===== src/rtl/hazard_ctrl_pkg.sv =====
// Shared LC-3b pipeline types used by the hazard controller and its interface.
package lc3b_types;

    localparam int HAZ_CNT_W = 16;

    typedef enum logic [1:0] {
        RUN       = 2'd0,
        FREEZE    = 2'd1,
        INTERLOCK = 2'd2
    } hazard_state_t;

endpackage


===== src/rtl/hazard_ctrl_if.sv =====
// Hazard controller bundle: forwarding/branch/memory status in, pipeline controls and statistics out.
interface hazard_ctrl_if #(
    parameter int CNT_W = lc3b_types::HAZ_CNT_W
);
    import lc3b_types::*;

    logic             sr1_conflict;
    logic             sr2_conflict;
    logic             jmp_conflict;
    logic             is_jmp_id;
    logic             br_taken_mem;
    logic             imem_read;
    logic             imem_resp;
    logic             dmem_req;
    logic             dmem_resp;

    logic             ld_pc;
    logic             ld_if_id;
    logic             ld_id_ex;
    logic             ld_ex_mem;
    logic             ld_mem_wb;
    logic             pc_sel_redirect;
    logic             bubble_id_ex;
    logic             flush_if_id;
    logic             flush_id_ex;
    logic             flush_ex_mem;
    logic [CNT_W-1:0] stall_cnt;
    logic [CNT_W-1:0] bubble_cnt;
    logic [CNT_W-1:0] flush_cnt;
    logic             hazard_err;
    hazard_state_t    state;

    // Pipeline side: reports hazards and consumes the controls.
    modport master (
        output sr1_conflict, sr2_conflict, jmp_conflict, is_jmp_id, br_taken_mem,
               imem_read, imem_resp, dmem_req, dmem_resp,
        input  ld_pc, ld_if_id, ld_id_ex, ld_ex_mem, ld_mem_wb, pc_sel_redirect,
               bubble_id_ex, flush_if_id, flush_id_ex, flush_ex_mem,
               stall_cnt, bubble_cnt, flush_cnt, hazard_err, state
    );

    modport slave (
        input  sr1_conflict, sr2_conflict, jmp_conflict, is_jmp_id, br_taken_mem,
               imem_read, imem_resp, dmem_req, dmem_resp,
        output ld_pc, ld_if_id, ld_id_ex, ld_ex_mem, ld_mem_wb, pc_sel_redirect,
               bubble_id_ex, flush_if_id, flush_id_ex, flush_ex_mem,
               stall_cnt, bubble_cnt, flush_cnt, hazard_err, state
    );

endinterface


===== src/rtl/hazard_ctrl_sat_counter.sv =====
// Up-counter that sticks at MAX instead of wrapping; reset and clr both return it to zero.
module sat_counter #(
    parameter int               WIDTH = 16,
    parameter logic [WIDTH-1:0] MAX   = '1
) (
    input  logic             clk,
    input  logic             srst,
    input  logic             inc,
    input  logic             clr,
    output logic [WIDTH-1:0] count
);

    logic [WIDTH-1:0] count_reg;

    always_ff @(posedge clk) begin
        if (srst || clr) begin
            count_reg <= '0;
        end else if (inc && (count_reg != MAX)) begin
            count_reg <= count_reg + 1'b1;
        end
    end

    assign count = count_reg;

endmodule


===== src/rtl/hazard_ctrl.sv =====
// Five-stage LC-3b hazard controller: combinational stall/flush/bubble priority,
// saturating event statistics and a sticky no-advance watchdog.
module hazard_ctrl
    import lc3b_types::*;
#(
    parameter int STALL_LIMIT = 64,
    parameter int CNT_W       = HAZ_CNT_W
) (
    input  logic          clk,
    input  logic          reset,
    hazard_ctrl_if.slave  hz
);

    localparam int                  NOADV_W   = $clog2(STALL_LIMIT + 1);
    localparam logic [NOADV_W-1:0]  NOADV_MAX = NOADV_W'(STALL_LIMIT);
    localparam logic [NOADV_W-1:0]  NOADV_PRE = NOADV_W'(STALL_LIMIT - 1);

    logic mem_wait;
    logic data_haz;

    logic ld_pc_next, ld_if_id_next, ld_id_ex_next, ld_ex_mem_next, ld_mem_wb_next;
    logic redirect_next, bubble_next, flush_if_id_next, flush_id_ex_next, flush_ex_mem_next;

    hazard_state_t state_reg;
    logic          hazard_err_reg;
    logic [2:0]    stat_inc;
    logic [CNT_W-1:0] stat_val [3];
    logic [NOADV_W-1:0] noadv;

    assign mem_wait = (hz.imem_read & ~hz.imem_resp) | (hz.dmem_req & ~hz.dmem_resp);
    assign data_haz = hz.sr1_conflict | hz.sr2_conflict | (hz.is_jmp_id & hz.jmp_conflict);

    always_comb begin
        ld_pc_next        = 1'b1;
        ld_if_id_next     = 1'b1;
        ld_id_ex_next     = 1'b1;
        ld_ex_mem_next    = 1'b1;
        ld_mem_wb_next    = 1'b1;
        redirect_next     = 1'b0;
        bubble_next       = 1'b0;
        flush_if_id_next  = 1'b0;
        flush_id_ex_next  = 1'b0;
        flush_ex_mem_next = 1'b0;
        if (mem_wait) begin
            ld_pc_next     = 1'b0;
            ld_if_id_next  = 1'b0;
            ld_id_ex_next  = 1'b0;
            ld_ex_mem_next = 1'b0;
            ld_mem_wb_next = 1'b0;
        end else if (hz.br_taken_mem) begin
            // The hazarding decode instruction is squashed, so its conflict is moot.
            redirect_next     = 1'b1;
            flush_if_id_next  = 1'b1;
            flush_id_ex_next  = 1'b1;
            flush_ex_mem_next = 1'b1;
        end else if (data_haz) begin
            ld_pc_next    = 1'b0;
            ld_if_id_next = 1'b0;
            bubble_next   = 1'b1;
        end
    end

    assign hz.ld_pc           = ld_pc_next;
    assign hz.ld_if_id        = ld_if_id_next;
    assign hz.ld_id_ex        = ld_id_ex_next;
    assign hz.ld_ex_mem       = ld_ex_mem_next;
    assign hz.ld_mem_wb       = ld_mem_wb_next;
    assign hz.pc_sel_redirect = redirect_next;
    assign hz.bubble_id_ex    = bubble_next;
    assign hz.flush_if_id     = flush_if_id_next;
    assign hz.flush_id_ex     = flush_id_ex_next;
    assign hz.flush_ex_mem    = flush_ex_mem_next;

    // Statistics: 0 = stall, 1 = bubble, 2 = flush.
    assign stat_inc = {redirect_next, bubble_next, mem_wait};

    generate
        for (genvar gi = 0; gi < 3; gi++) begin : g_stat
            sat_counter #(.WIDTH(CNT_W)) u_stat (
                .clk   (clk),
                .srst  (reset),
                .inc   (stat_inc[gi]),
                .clr   (1'b0),
                .count (stat_val[gi])
            );
        end
    endgenerate

    assign hz.stall_cnt  = stat_val[0];
    assign hz.bubble_cnt = stat_val[1];
    assign hz.flush_cnt  = stat_val[2];

    sat_counter #(.WIDTH(NOADV_W), .MAX(NOADV_MAX)) u_noadv (
        .clk   (clk),
        .srst  (reset),
        .inc   (~ld_pc_next),
        .clr   (ld_pc_next),
        .count (noadv)
    );

    // hazard_err sets on the same edge that noadv reaches the limit.
    always_ff @(posedge clk) begin
        if (reset) begin
            state_reg      <= RUN;
            hazard_err_reg <= 1'b0;
        end else begin
            if (mem_wait) begin
                state_reg <= FREEZE;
            end else if (data_haz && !hz.br_taken_mem) begin
                state_reg <= INTERLOCK;
            end else begin
                state_reg <= RUN;
            end
            if (!ld_pc_next && (noadv >= NOADV_PRE)) begin
                hazard_err_reg <= 1'b1;
            end
        end
    end

    assign hz.state      = state_reg;
    assign hz.hazard_err = hazard_err_reg;

endmodule


===== src/flat_wrapper.sv =====
// flat-port wrapper written by rule: the top's interface ports become plain ports
module hazard_ctrl_flat import lc3b_types::*;
#(
    parameter int STALL_LIMIT = 64,
    parameter int CNT_W       = HAZ_CNT_W
)
  (clk, reset, hz_sr1_conflict, hz_sr2_conflict, hz_jmp_conflict, hz_is_jmp_id, hz_br_taken_mem, hz_imem_read, hz_imem_resp, hz_dmem_req, hz_dmem_resp, hz_ld_pc, hz_ld_if_id, hz_ld_id_ex, hz_ld_ex_mem, hz_ld_mem_wb, hz_pc_sel_redirect, hz_bubble_id_ex, hz_flush_if_id, hz_flush_id_ex, hz_flush_ex_mem, hz_stall_cnt, hz_bubble_cnt, hz_flush_cnt, hz_hazard_err, hz_state);
  hazard_ctrl_if #(.CNT_W(CNT_W)) hz_i ();
  input  logic clk;
  input  logic reset;
  input wire logic [$bits(hz_i.sr1_conflict)-1:0] hz_sr1_conflict;
  input wire logic [$bits(hz_i.sr2_conflict)-1:0] hz_sr2_conflict;
  input wire logic [$bits(hz_i.jmp_conflict)-1:0] hz_jmp_conflict;
  input wire logic [$bits(hz_i.is_jmp_id)-1:0] hz_is_jmp_id;
  input wire logic [$bits(hz_i.br_taken_mem)-1:0] hz_br_taken_mem;
  input wire logic [$bits(hz_i.imem_read)-1:0] hz_imem_read;
  input wire logic [$bits(hz_i.imem_resp)-1:0] hz_imem_resp;
  input wire logic [$bits(hz_i.dmem_req)-1:0] hz_dmem_req;
  input wire logic [$bits(hz_i.dmem_resp)-1:0] hz_dmem_resp;
  output wire logic [$bits(hz_i.ld_pc)-1:0] hz_ld_pc;
  output wire logic [$bits(hz_i.ld_if_id)-1:0] hz_ld_if_id;
  output wire logic [$bits(hz_i.ld_id_ex)-1:0] hz_ld_id_ex;
  output wire logic [$bits(hz_i.ld_ex_mem)-1:0] hz_ld_ex_mem;
  output wire logic [$bits(hz_i.ld_mem_wb)-1:0] hz_ld_mem_wb;
  output wire logic [$bits(hz_i.pc_sel_redirect)-1:0] hz_pc_sel_redirect;
  output wire logic [$bits(hz_i.bubble_id_ex)-1:0] hz_bubble_id_ex;
  output wire logic [$bits(hz_i.flush_if_id)-1:0] hz_flush_if_id;
  output wire logic [$bits(hz_i.flush_id_ex)-1:0] hz_flush_id_ex;
  output wire logic [$bits(hz_i.flush_ex_mem)-1:0] hz_flush_ex_mem;
  output wire logic [$bits(hz_i.stall_cnt)-1:0] hz_stall_cnt;
  output wire logic [$bits(hz_i.bubble_cnt)-1:0] hz_bubble_cnt;
  output wire logic [$bits(hz_i.flush_cnt)-1:0] hz_flush_cnt;
  output wire logic [$bits(hz_i.hazard_err)-1:0] hz_hazard_err;
  output wire logic [$bits(hz_i.state)-1:0] hz_state;
  assign hz_i.sr1_conflict = hz_sr1_conflict;
  assign hz_i.sr2_conflict = hz_sr2_conflict;
  assign hz_i.jmp_conflict = hz_jmp_conflict;
  assign hz_i.is_jmp_id = hz_is_jmp_id;
  assign hz_i.br_taken_mem = hz_br_taken_mem;
  assign hz_i.imem_read = hz_imem_read;
  assign hz_i.imem_resp = hz_imem_resp;
  assign hz_i.dmem_req = hz_dmem_req;
  assign hz_i.dmem_resp = hz_dmem_resp;
  assign hz_ld_pc = hz_i.ld_pc;
  assign hz_ld_if_id = hz_i.ld_if_id;
  assign hz_ld_id_ex = hz_i.ld_id_ex;
  assign hz_ld_ex_mem = hz_i.ld_ex_mem;
  assign hz_ld_mem_wb = hz_i.ld_mem_wb;
  assign hz_pc_sel_redirect = hz_i.pc_sel_redirect;
  assign hz_bubble_id_ex = hz_i.bubble_id_ex;
  assign hz_flush_if_id = hz_i.flush_if_id;
  assign hz_flush_id_ex = hz_i.flush_id_ex;
  assign hz_flush_ex_mem = hz_i.flush_ex_mem;
  assign hz_stall_cnt = hz_i.stall_cnt;
  assign hz_bubble_cnt = hz_i.bubble_cnt;
  assign hz_flush_cnt = hz_i.flush_cnt;
  assign hz_hazard_err = hz_i.hazard_err;
  assign hz_state = hz_i.state;
  hazard_ctrl #(.STALL_LIMIT(STALL_LIMIT), .CNT_W(CNT_W)) u_core (.clk(clk), .reset(reset), .hz(hz_i));
endmodule

===== config.mk =====
export PLATFORM = sky130hd
export DESIGN_NAME = hazard_ctrl_flat
export DESIGN_NICKNAME = d
export VERILOG_FILES = /design/src/rtl/hazard_ctrl_pkg.sv /design/src/rtl/hazard_ctrl_if.sv /design/src/rtl/hazard_ctrl_sat_counter.sv /design/src/rtl/hazard_ctrl.sv /design/src/flat_wrapper.sv
export SDC_FILE = /design/constraint.sdc
export NUM_CORES = 1
export LEC_CHECK = 0
export CORE_ASPECT_RATIO = 0.75
export CORE_MARGIN = 4
export CORE_UTILIZATION = 45
export DETAILED_ROUTE_END_ITERATION = 7
export PLACE_DENSITY_LB_ADDON = 0.08
export SLEW_MARGIN = 5
export SYNTH_ARGS = -nofsm -noshare
export SYNTH_HDL_FRONTEND = slang
export SYNTH_HIERARCHICAL = 1
export SYNTH_SLANG_ARGS = --single-unit

===== constraint.sdc =====
create_clock -name clk -period 5.7 [get_ports clk]
set_clock_uncertainty 0.15 [all_clocks]
set_input_delay 1.14 -clock clk [delete_from_list [all_inputs] [get_ports clk]]
set_output_delay 1.14 -clock clk [all_outputs]
set_load 0.02 [all_outputs]

# Word-level counts from Yosys, hierarchy flattened
# Index checks and enable logic that the tools add are counted.
[word_totals] elab_cells=46 register_bits=58 output_inout_bits=61
[classes] reduce_logical=10 n_bitwise=9 magnitude_cmp=1 n_eq_ne=4 addsub=4 muxes=11
[ops] cell="16-bit by 1-bit adder with 16-bit output (second input constant)" count=3
[ops] cell="16-bit != test (second input constant)" count=3
[ops] cell="1-bit two-way mux" count=10
[ops] cell="7-bit by 1-bit adder with 7-bit output (second input constant)" count=1
[ops] cell="7-bit by 6-bit greater-or-equal comparator with 1-bit output (second input constant)" count=1
[ops] cell="7-bit != test (second input constant)" count=1
[ops] cell="1-bit logical AND" count=6
[ops] cell="1-bit AND" count=3
[ops] cell="1-bit inverter" count=3
[ops] cell="1-bit OR" count=3
[ops] cell="1-bit zero test" count=2
[ops] cell="2-bit two-way mux" count=1
[ops] cell="2-bit OR reduction" count=1
[ops] cell="1-bit logical OR" count=1

# Longest topological paths before layout
[depth] word_depth=7 ltp_mapped=8

# Modules after synthesis
# The synthesis kept the hierarchy.
[modules_own_cells] module="sat_counter at u_core.g_stat[0].u_stat ..." seq_area_each_um2=320.3 cells_each=95 area_each_um2=847.1 n_inst=3
[modules_own_cells] module="sat_counter at u_core.u_noadv" seq_area_each_um2=140.1 cells_each=40 area_each_um2=340.3 n_inst=1
[modules_own_cells] module="hazard_ctrl" seq_area_each_um2=60.1 cells_each=26 area_each_um2=225.2 n_inst=1

# Worst setup path before layout
# Ideal clock, no wire load.
[synth_timing] path_type="input -> output" from="in hz_imem_read" to="out hz_flush_id_ex" arrival_ns=2.052 stages=5 t_required_ns=4.410 setup_slack_ns=2.359 path_cell_list="inv_1 -> o22ai_4 -> inv_4 -> and2_2 -> buf_4"
[synth_between] elab_chain_len=3
[synth_rtl] element="start: declaration" line_no="flat_wrapper.sv:16" rtl="input wire logic [$bits(hz_i.imem_read)-1:0] hz_imem_read;"
[synth_rtl] element="1-bit AND" line_no="hazard_ctrl.sv:30" rtl="assign mem_wait = (hz.imem_read & ~hz.imem_resp) | (hz.dmem_req & ~hz.dmem_resp);"
[synth_rtl] element="1-bit OR" line_no="hazard_ctrl.sv:30"
[synth_rtl] element="named net u_core.mem_wait" line_no="hazard_ctrl.sv:18" rtl="logic mem_wait;"
[synth_rtl] element="1-bit two-way mux"
[synth_rtl] element="end: declaration" line_no="flat_wrapper.sv:28" rtl="output wire logic [$bits(hz_i.flush_id_ex)-1:0] hz_flush_id_ex;"
# The timed path passes the listed nets, and every way through them passes these cells.

# Final worst setup path
[layout_timing] from="in hz_imem_read" to="out hz_flush_if_id"
[layout_between] elab_chain_len=3
[layout_rtl] element="1-bit AND" line_no="hazard_ctrl.sv:30"
[layout_rtl] element="1-bit OR" line_no="hazard_ctrl.sv:30"
[layout_rtl] element="named net u_core.mem_wait" line_no="hazard_ctrl.sv:18"
[layout_rtl] element="1-bit two-way mux" line_no="hazard_ctrl.sv:44" rtl="if (mem_wait) begin"
[layout_rtl] element="end: declaration" line_no="flat_wrapper.sv:27" rtl="output wire logic [$bits(hz_i.flush_if_id)-1:0] hz_flush_if_id;"
# The timed path passes the listed nets, and every way through them passes these cells.

==> results.yml <==
cts:
  cts_root_buffer: "clkbuf_8"
  numCtsBuffers: 9
  h-tree-depth: 3
  clk_latency_ps: 330
  postCtsSetupRepairBufs: 0
  ctsHoldBuffers: 0
  cts-resized-gates: 0
  clkTransAtPathRegs_ps: 60
  cts_max_path_buffers: 2
  clock_sinks: 58
  cts_tree: "yes"
yosys:
  ys_seq_elements: 58
  synth_cells: 351
  synth_top_area_share: 0.374
  synth_edf_count: 0
  synthFlopType: "dfxtp_1"
  synth.distinct_cells: 44
  synth_top_cells_by_area: "dfxtp_1 37%, a21oi_1 4.8%, a41o_1 3.9%, and4_1 3.7%, nand4_1 3.4%"
  synth_warnings: 6
  netlist_area_sq_um: 3110
  synth-async-reset-ratio: 0
  yosys.area.top_type: "dfxtp_1"
  ys_seq_area_frac: 0.374
  syn_area_per_cell_sq_um: 8.85
floorplanning:
  die-area_sq_um: 8310
  die_h_um: 80.0
  die_w_um: 104
  rows: 25
  ios: 72
  core-area_sq_um: 6510
  initial_utilization: 0.478
grt:
  globalRoute.totalOverflow: 0
  track_usage: 0.188
  grt_pass1_vias: 2653
  antenna_found_initial: 0
  grt_pass1_wl_um: 12900
  grt_max_degree: 16
sta:
  hold_viol: 0
  drv_slew: 0
  setup_tns_ps: 0
  rsz0062_at_grt: "no"
  fin_ws_ps: 1500
  max_freq_mhz: 238
  finalSetupViolations: 0
  min_period_ps: 4200
  max_slew_margin: 0.549
  fin_crit_sh: 0.738
  worstMarginPinSlew_ps: 671
detailed_routing:
  drtIter0Drc: 174
  route.detailed.drc: 0
  vias_per_cell: 5.85
  drtPass1Iterations: 4
  routedWlPerCell_um: 14.9
  routed-via-count: 2977
  wl_um: 7610
  ant_nets: 0
placed_design:
  gp_congestion: 0.806
  preCtsSetupSlack_ps: 1480
  port_buffers: 71
  placed_area_sq_um: 3860
  dp_hpwl_um: 5460
layout:
  layout.nets: 440
  final_core_util: 0.622
  stdcell_area_sq_um: 4050
  area_growth_pct: 30.3
  n_antenna_cell: 0
  layout-drive-gt1-share: 0.100
  largest_register_ffs: 48
hold_path:
  whs_endpoint: "u_core/u_noadv/count[0]"
  min_from: "u_core/u_noadv/count[0]"
  holdPathStages: 2
  min_path_type: "reg -> reg"
setup_path:
  reg2reg_from: "u_core/g_stat[0].u_stat/count[1]"
  cp_max_fo: 9
  crit_type: "in -> out"
  r2r_cells: 5
  r2r-end: "u_core/g_stat[0].u_stat/count[9]"
  cp-end-kind: "primary output"
  start_kind: "input port"
  reg2reg_slack_ps: 3690
  worstPathArrival_ps: 2910
  crit_required_ps: 4410
flow_run:
  cap_violations: 0
pwr:
  vdd_drop_max_uv: 115
  p_leak_nw: 1.44
  p_per_area_nw_per_um2: 209
run_status:
  outcome: "complete, no violations"
## cell usage after synthesis, types with 2 or more instances
cell type and instances:
dfxtp_1 58, a21oi_1 30, nand2_1 27, nor2_1 26, nand4_1 17, o21ai_0 17, or3_1 17, nand3_1 15
and4_1 13, a41o_1 12, a31oi_1 9, o31ai_1 9, or4_1 9, xor2_1 8, and2_1 7, inv_1 7
buf_4 6, clkbuf_1 6, ha_1 5, a211oi_1 4, nor3_1 4, or2_2 4, and3_4 3, clkbuf_2 3
nand4_2 3, nand4_4 3, nor4_2 3, o211a_1 3, o41ai_2 3, or4_4 3, xnor2_1 3, mux2i_1 2
## worst max-delay path: stages
cell and delay (ps):
clkdlybuf4s50_1 460, inv_1 60, o22ai_4 310, inv_4 100, and2_2 280, clkdlybuf4s50_1 560
## placed cells by master (no fill, tap or decap), types with 2 or more instances in the layout
cell,Yosys,layout
clkdlybuf4s50_1,0,71
dfxtp_1,58,58
a21oi_1,30,30
nand2_1,27,27
nor2_1,26,26
nand4_1,17,17
o21ai_0,17,17
or3_1,17,17
nand3_1,15,15
and4_1,13,13
a41o_1,12,12
clkbuf_8,0,10
o31ai_1,9,9
or4_1,9,9
a31oi_1,9,9
xor2_1,8,8
inv_1,7,7
and2_1,7,7
conb_1,1,6
ha_1,5,5
a211oi_1,4,4
nor3_1,4,4
or2_2,4,4
and3_4,3,3
nand4_2,3,3
o41ai_2,3,3
or4_4,3,3
nor4_2,3,3
nand4_4,3,3
o211a_1,3,3
xnor2_1,3,3
clkbuf_1,6,2
clkinv_2,0,2
mux2i_1,2,2
## report_power, final
part / internal (mW) / switching, mW / leakage, nW
registers: 0.409 / 0.00357 / 0.468
logic: 0.0299 / 0.0390 / 0.880
clock network: 0.210 / 0.156 / 0.0962
total: 0.649 / 0.199 / 1.44
## metrics by stage
step,std cells,power (mW),hold slack (ps)
after floorplan,356,0.464,315
after global placement,494,0.489,335
after detailed placement,494,0.491,349
after CTS,509,0.859,359
after global routing,509,0.886,392
final,509,0.847,357
## worst max path at each step
stage,startpoint,to,slack [ps],cells past startpoint
2_1_floorplan,hz_imem_read,hz_flush_id_ex,2360,5
3_3_place_gp,hz_imem_read,hz_pc_sel_redirect,1520,6
3_5_place_dp,hz_imem_read,hz_flush_if_id,1480,6
4_1_cts,hz_imem_read,hz_flush_if_id,1480,6
5_1_grt,hz_imem_read,hz_flush_if_id,1400,6
6_report,hz_imem_read,hz_flush_if_id,1500,6
## cell families after synthesis
family / after synthesis / share of synthesized area
AO/OA/AOI/OAI: 92 / 0.209
XOR/XNOR: 11 / 0.0310
adder cells (fa/ha/maj): 5 / 0.0201
buffers and inverters: 24 / 0.0383
flip-flops: 58 / 0.374
multiplexers: 2 / 0.00644
other: 1 / 0.00121
AND/OR/NAND/NOR: 158 / 0.320
## per-layer routing
layer	part of all wire	wire (um)	global-route usage	vias up
met2	0.44	3370	0.280	63
met3	0.041	309	0.0574	2
met5	0	0	0	-
met4	0.0032	24	0.0452	0
li1	-	-	-	1490
met1	0.51	3900	0.264	1422
## area by class of cell
class	instances	area (sq um)
fillers	595	2460
multi-input cells	274	1850
flip-flops and latches	58	1160
repair buffers	72	718
clock buffers	12	145
well taps	81	101
clock inverters	3	40.0
inverters	9	36.3
Power figures use the tool's default switching activity.
